==> src/rtl/net_router_output_unit_if.sv <==
// Port bundle of one router output unit: three candidate input streams in,
// one output channel out.
interface net_router_output_unit_if #(
  parameter int p_msg_nbits = 44
);
  logic [p_msg_nbits-1:0] istream_msg [3];
  logic [2:0]             istream_val;
  logic [2:0]             istream_rdy;
  logic [p_msg_nbits-1:0] ostream_msg;
  logic                   ostream_val;
  logic                   ostream_rdy;

  // master: route units plus downstream channel; slave: the output unit
  modport master (
    output istream_msg, istream_val, ostream_rdy,
    input  istream_rdy, ostream_msg, ostream_val
  );
  modport slave (
    input  istream_msg, istream_val, ostream_rdy,
    output istream_rdy, ostream_msg, ostream_val
  );
endinterface

==> src/rtl/net_router_output_unit.sv <==
// Router output unit: round-robin merge of three single-flit streams into a
// 2-entry FIFO that drives the outgoing channel.
module net_router_output_unit #(
  parameter int p_msg_nbits = 44
) (
  input logic                     clk,
  input logic                     reset,
  net_router_output_unit_if.slave ports
);

  logic [p_msg_nbits-1:0] entry [2];
  logic       head;
  logic       tail;
  logic [1:0] count;
  logic [1:0] prio;

  logic [1:0] prio_eff;
  logic [1:0] win;
  logic       found;
  logic       open;
  logic       enq;
  logic       deq;

  // NOTE: every combinational output gets a default before any branch, so no latch is inferred.
  always_comb begin
    prio_eff = (prio == 2'd3) ? 2'd0 : prio;
    win      = 2'd0;
    found    = 1'b0;
    for (int k = 0; k < 3; k++) begin
      logic [2:0] idx;
      idx = {1'b0, prio_eff} + 3'(k);
      if (idx >= 3'd3) idx = idx - 3'd3;
      if (!found && ports.istream_val[idx[1:0]]) begin
        found = 1'b1;
        win   = idx[1:0];
      end
    end
  end

  // Window depends only on occupancy, never on ostream_rdy.
  assign open = (count < 2'd2) && reset;
  assign enq  = open && found;
  assign deq  = ports.ostream_val && ports.ostream_rdy;

  always_comb begin
    ports.istream_rdy = 3'b000;
    if (enq) ports.istream_rdy[win] = 1'b1;
  end

  assign ports.ostream_val = (count != 2'd0);
  assign ports.ostream_msg = entry[head];

  // NOTE: sequential state uses non-blocking assignments so all registers update from pre-edge values.
  always_ff @(posedge clk) begin
    if (!reset) begin
      count <= 2'd0;
      head  <= 1'b0;
      tail  <= 1'b0;
      prio  <= 2'd0;
    end else begin
      if (enq) begin
        tail <= ~tail;
        prio <= (win == 2'd2) ? 2'd0 : win + 2'd1;
      end
      if (deq) head <= ~head;
      case ({enq, deq})
        2'b10:   count <= count + 2'd1;
        2'b01:   count <= count - 2'd1;
        default: count <= count;
      endcase
    end
  end

  // NOTE: FIFO storage is deliberately not reset; count alone decides what is valid.
  always_ff @(posedge clk) begin
    if (enq) entry[tail] <= ports.istream_msg[win];
  end

endmodule

==> src/flat_wrapper.sv <==
// flat-port wrapper written by rule: the top's interface ports become plain ports
module net_router_output_unit_flat 
#(
  parameter int p_msg_nbits = 44
)
  (clk, reset, ports_istream_msg, ports_istream_val, ports_ostream_rdy, ports_istream_rdy, ports_ostream_msg, ports_ostream_val);
  net_router_output_unit_if #(.p_msg_nbits(p_msg_nbits)) ports_i ();
  input logic clk;
  input logic reset;
  input wire logic [$bits(ports_i.istream_msg)-1:0] ports_istream_msg;
  input wire logic [$bits(ports_i.istream_val)-1:0] ports_istream_val;
  input wire logic [$bits(ports_i.ostream_rdy)-1:0] ports_ostream_rdy;
  output wire logic [$bits(ports_i.istream_rdy)-1:0] ports_istream_rdy;
  output wire logic [$bits(ports_i.ostream_msg)-1:0] ports_ostream_msg;
  output wire logic [$bits(ports_i.ostream_val)-1:0] ports_ostream_val;
  assign ports_i.istream_msg = {>>{ports_istream_msg}};
  assign ports_i.istream_val = ports_istream_val;
  assign ports_i.ostream_rdy = ports_ostream_rdy;
  assign ports_istream_rdy = ports_i.istream_rdy;
  assign ports_ostream_msg = ports_i.ostream_msg;
  assign ports_ostream_val = ports_i.ostream_val;
  net_router_output_unit #(.p_msg_nbits(p_msg_nbits)) u_core (.clk(clk), .reset(reset), .ports(ports_i));
endmodule
==> config.mk <==
export PLATFORM = sky130hd
export DESIGN_NAME = net_router_output_unit_flat
export DESIGN_NICKNAME = d
export VERILOG_FILES = /design/src/rtl/net_router_output_unit_if.sv /design/src/rtl/net_router_output_unit.sv /design/src/flat_wrapper.sv
export SDC_FILE = /design/constraint.sdc
export NUM_CORES = 1
export LEC_CHECK = 0
export ABC_AREA = 1
export CAP_MARGIN = 10
export CORE_MARGIN = 2
export CORE_UTILIZATION = 45
export DETAILED_ROUTE_END_ITERATION = 16
export GPL_TIMING_DRIVEN = 0
export HOLD_SLACK_MARGIN = 0.06
export PLACE_DENSITY = 0.84
export SYNTH_ARGS = -nofsm -noshare
export SYNTH_HDL_FRONTEND = slang
export SYNTH_SLANG_ARGS = --single-unit
export TNS_END_PERCENT = 100
==> constraint.sdc <==
create_clock -name clk -period 9.2 [get_ports clk]
set_input_delay 1.84 -clock clk [delete_from_list [all_inputs] [get_ports clk]]
set_output_delay 1.84 -clock clk [all_outputs]
set_load 0.1 [all_outputs]
==> impl_metrics.toml, run 1 <==
[run_status]
outcome = "finished, final reports clean"

[sta]
slew_headroom_pct = 30.8
max_freq_ghz = 0.148
setup_violations = 0
finalSetupTns_ns = 0
worst_slew_pin_slew_ns = 1.03
drv_slew = 0
post-route-period-util_pct = 73.6
grt_setup_unrepaired = "no"
worst_clock_skew_ns = 0.00668
hold_ws_ns = 0.486
period_needed_ns = 6.77
finalHoldViolations = 0

[worst_setup_path]
start_kind = "input port"
rr_endpoint = "u_core.entry[1][27]$_DFFE_PP_"
cp_cell_sequence = "clkdlybuf4s50_1, inv_1, o21ai_1, nand2_2, nand3_2, inv_2, nand2_1, nand3_2, buf_2, nor3_1, clkdlybuf4s50_1"
reg2reg_from = "u_core.prio[0]$_SDFFE_PN0P_"
crit_path_end_kind = "output port"
reg2regPathDepth = 10
critPathMaxStageDelay_ns = 1.16
worstSetupPathType = "in2out"
critPathArrivalTime_ns = 4.93
rrSetupSlack_ns = 6.32
worstPathMaxFanout = 10
worstPathRequired_ns = 7.36
crit_slowest_cell = "clkdlybuf4s50_1"

[yosys]
synth_area_leader_cell = "edfxtp_1"
syn_area_um2 = 4690
synth.mux.area_fraction_pct = 10.6
synth.distinct_cells = 24
yosys_warnings = 0
synthCells = 425
synth_compound_area_share_pct = 1.58
synth_top_family_by_area = "simple AND/OR/NAND/NOR gates"
seq_area_frac_synth_pct = 59.4
netlist_top_cells_area = "edfxtp_1 (56%), nand3_1 (15%), mux2_2 (11%)"
synth-simple-area-share_pct = 22.3
synth_top_area_share_pct = 56.4
synthAdderAreaFrac_pct = 1.07
synth_nets = 567
ys_ff_latch = 95
synth-xor-area-share_pct = 0.187
avgSynthCellArea_um2 = 11.0

[floorplan]
start_util_pct = 45.8
placementRows = 37
die_x_um = 106
die-area_um2 = 11200
core_area_um2 = 10200
ioPinCount = 186
die_h_um = 106

[grt]
grt_usage_pct = 23.4
antenna_found_initial = 0
grt-ovfl-total = 0
grt_pass1_wl_um = 20300
grt_max_degree = 24
grt_pass1_vias = 4180

[clock_tree]
clkLatencyLatePin_ns = 0.35
clk_pin_slew_worst_paths_ns = 0.09
cts_setup_buffers = 0
cts_root_buf = "clkbuf_8"
ctsResizeCount = 0
cts_buffers = 9
cts_tree = "done"
postCtsHoldBufs = 0
cts_sinks = 95
ctsLongestPathBuffers = 2
htreeDepth = 3

[drt]
wl_per_cell_um = 17.5
initialDrtViolationCount = 377
vias_per_cell = 5.41
drt-total-wl_um = 13300
drt-pass1-iter-count = 5
ant_nets = 0
via_count = 4132
drc = 0

[hold_path]
min_delay_path_depth = 1
hold_start = "u_core.count[1]$_SDFFE_PN0P_"
hold_path_class = "reg2reg"
holdPathEnd = "u_core.count[1]$_SDFFE_PN0P_"

[placed_design]
placed_cell_area_um2 = 6780
io_buffers = 185
hpwl_um = 9800
place_congestion = 0.818

[finish]
stdcell_area_um2 = 6970
antenna_cells = 0
syn_to_final_growth_pct = 48.6
layout-drive-gt1-share_pct = 15.3
num-nets-final = 765

[flow_run]
maxCapViolations = 0
## synthesized netlist by cell type
master    instances
nand3_1         143
edfxtp_1         88
nand2_1          61
mux2_2           44
inv_1            15
buf_2            12
buf_4            11
nor2_1           10
dfxtp_1           7
a21oi_1           5
ha_1              4
o21ai_0           4
buf_1             3
inv_2             3
nand3_2           3
clkbuf_1          2
nor2_2            2
nor3_1            2
a21oi_4           1
nand2_2           1
o21ai_1           1
o21bai_1          1
or2_2             1
xor2_1            1
## placed cells by master (no fill, tap or decap), types with 5 or more instances in the layout
master	count
nor2_1	8
mux2_2	44
clkdlybuf4s50_1	185
nand3_1	143
edfxtp_1	88
inv_1	15
buf_4	11
clkbuf_8	9
dfxtp_1	7
nand2_1	61
a21oi_1	5
buf_2	12
## kinds of logic after synthesis
family / after synthesis
adder cells (fa/ha/maj): 4
AND/OR/NAND/NOR: 223
XOR/XNOR: 1
buffers and inverters: 46
flip-flops: 95
multiplexers: 44
AO/OA/AOI/OAI: 12
## area by class of cell
| cell class | instances | area (um2) |
|---|---|---|
| plain buffers | 28 | 161 |
| clock buffers | 10 | 128 |
| clock inverters | 6 | 60.1 |
| fillers | 771 | 3260 |
| inverters | 18 | 67.6 |
| multi-input cells | 284 | 1690 |
| flip-flops and latches | 95 | 2780 |
| well taps | 136 | 170 |
| repair buffers | 187 | 1910 |
## stage by stage
stage          setup slack (ns)  instances  util (%)
6_report                   2.43        764      68.1
5_1_grt                    2.37        764      68.1
4_1_cts                    2.49        764      68.1
3_5_place_dp               2.49        748      66.3
3_3_place_gp               2.60        746      65.6
2_1_floorplan              2.68        425         -
## flip-flops by register name, summed over array words and instances (netlist names), named ones only
register      count
u_core.count      2
u_core.prio       2
u_core.head       1
u_core.tail       1
u_core.entry     88
## worst max-delay path by stage
stage	cells after the start	start	end	slack [ns]
CTS	11	ports_istream_val[2]	ports_istream_rdy[0]	2.49
finish	11	ports_istream_val[2]	ports_istream_rdy[0]	2.43
global placement	11	ports_istream_val[2]	ports_istream_rdy[0]	2.60
detailed placement	11	ports_istream_val[2]	ports_istream_rdy[0]	2.49
floorplan	9	ports_istream_val[2]	ports_istream_rdy[0]	2.68
global route	11	ports_istream_val[1]	ports_istream_rdy[0]	2.37
## per-layer routing
metal | up-vias | wire length (um) | share of wire, % | global-route usage (%)
met5 | - | 0 | 0 | 0
met4 | 0 | 261 | 2.0 | 7.52
met3 | 29 | 956 | 7.2 | 4.11
met2 | 224 | 6890 | 52 | 43.0
met1 | 1948 | 5230 | 39 | 27.7
li1 | 1931 | - | - | -
## critical path: cells and delay by family
family | cells | cell delay [ns]
and+or+nand+nor | 5 | 0.73
AOI/OAI and AO/OA | 1 | 0.18
buffers and inverters | 5 | 2.17
Power of run 1 is not shown: default switching activity piles up to over one toggle a cycle in this logic, so the estimate is an artifact.
==> run 2: changes to the inputs <==
- CORE_UTILIZATION: 45 -> 40
- PLACE_DENSITY: 0.84 -> 0.79
- clock period: 9.2 -> 5.8 ns (I/O delays scaled with it)
==> run 2 against run 1 <==
Compared with the run above: setup slack lost 2.1 ns; count of clock-buffer cells in the layout shrank 1; die area grew 12%; final cell count grew 0.92%; critical path type unchanged; register-to-register slack lost 3.2 ns.
==> impl_metrics.toml, run 2 (same netlist as run 1, synthesis figures left out) <==
[finish]
final_common_cell = "clkdlybuf4s50_1"
final_cell_mix = "clkdlybuf4s50_1 (185), nand3_1 (143), edfxtp_1 (88)"
top_register = "u_core.entry"
top_regs = "u_core.entry: 88 flops, u_core.count: 2 flops, u_core.prio: 2 flops"
num-nets-final = 765
antenna_cells = 0
largest_reg_flops = 88
syn_to_final_growth_pct = 51.2
layout-drive-gt1-share_pct = 15.3

[sta]
worst_slew_pin_slew_ns = 1.02
finalSetupTns_ns = 0
post-route-period-util_pct = 94.3
grt_setup_unrepaired = "no"
setup_violations = 0
slew_headroom_pct = 31.9
finalHoldViolations = 0
period_needed_ns = 5.47
drv_slew = 0
worst_clock_skew_ns = 0.00434
max_freq_ghz = 0.183

[floorplan]
start_util_pct = 41.0
core_area_um2 = 11400
placementRows = 39
die-area_um2 = 12600
ioPinCount = 186
die_x_um = 112
die_h_um = 112

[drt]
ant_nets = 0
via_count = 4036
drt-pass1-iter-count = 4
initialDrtViolationCount = 199
vias_per_cell = 5.23
drc = 0
drt-total-wl_um = 13100
wl_per_cell_um = 17.0

[grt]
grt_pass1_vias = 4272
grt_max_degree = 33
grt_pass1_wl_um = 20700
grt_usage_pct = 20.9
antenna_found_initial = 0
grt-ovfl-total = 0

[worst_setup_path]
crit_path_end_kind = "output port"
worstSetupPathType = "in2out"
cp_cell_sequence = "clkdlybuf4s50_1, inv_1, o21ai_1, nand2_2, nand3_2, inv_2, nand2_1, nand3_2, buf_2, nor3_1, clkdlybuf4s50_1"
worstPathMaxFanout = 10
crit_slowest_cell = "clkdlybuf4s50_1"
cp_top_family = "buffers and inverters"
critPathMaxStageDelay_ns = 1.16
critPathArrivalTime_ns = 4.31
worstPathRequired_ns = 4.64
cp_num_buf_inv = 5
start_kind = "input port"

[clock_tree]
cts_sinks = 95
cts_setup_buffers = 0
htreeDepth = 3
cts_tree = "done"
clk_pin_slew_worst_paths_ns = 0.06
clkLatencyLatePin_ns = 0.33
postCtsHoldBufs = 0
ctsLongestPathBuffers = 2
cts_root_buf = "clkbuf_16"
cts_buffers = 9
ctsResizeCount = 0

[placed_design]
hpwl_um = 9740
io_buffers = 185
place_congestion = 0.771

[hold_path]
hold_path_class = "reg2reg"

[run_status]
outcome = "finished, final reports clean"

[flow_run]
maxCapViolations = 0
==> run 2: cell count changes in the layout (fill, tap and decap cells not counted), moves of 2 or more <==
cell	delta
clkbuf_8	-9
buf_12	+2
clkbuf_16	+9
buf_16	-2
==> run 2: layer usage <==
layer | GRT usage [%] | vias up | share of wire [%]
met2 | 38.6 | 151 | 52
met4 | 8.62 | 0 | 1.8
met1 | 23.7 | 1933 | 39
li1 | - | 1931 | -
met3 | 3.89 | 21 | 6.5
met5 | 0 | - | 0
==> run 2: path summary, 6_finish.rpt <==
path	end	slack (ns)	depth (start not counted)	startpoint
min	u_core.head$_SDFFE_PN0P_	0.46	1	u_core.head$_SDFFE_PN0P_
min reg2reg	u_core.head$_SDFFE_PN0P_	0.46	1	u_core.head$_SDFFE_PN0P_
max reg2reg	u_core.entry[0][8]$_DFFE_PP_	3.13	10	u_core.prio[0]$_SDFFE_PN0P_
max	ports_istream_rdy[0]	0.33	11	ports_istream_val[2]
==> run 2: cell type report <==
class                      instances  area (um2)
timing repair buffer             187        1890
sequential                        95        2780
buffer                            28         161
clock inverter                     7        87.6
fill                             952        4330
inverter                          18        67.6
clock buffer                       9         225
multi-input combinational        284        1690
tap                              143         179
==> run 2: stage by stage <==
step	area [um2]	hold slack, ns	util [%]	setup slack (ns)	cells
finish	7090	0.456	62.1	0.331	771
global route	7090	0.500	62.1	0.182	771
CTS	7090	0.456	62.1	0.375	771
detailed placement	6770	0.450	59.3	0.383	755
global placement	6720	0.436	58.8	0.0431	753
floorplan	4690	0.425	-	0.638	425
Power of run 2 is left out for the same reason.
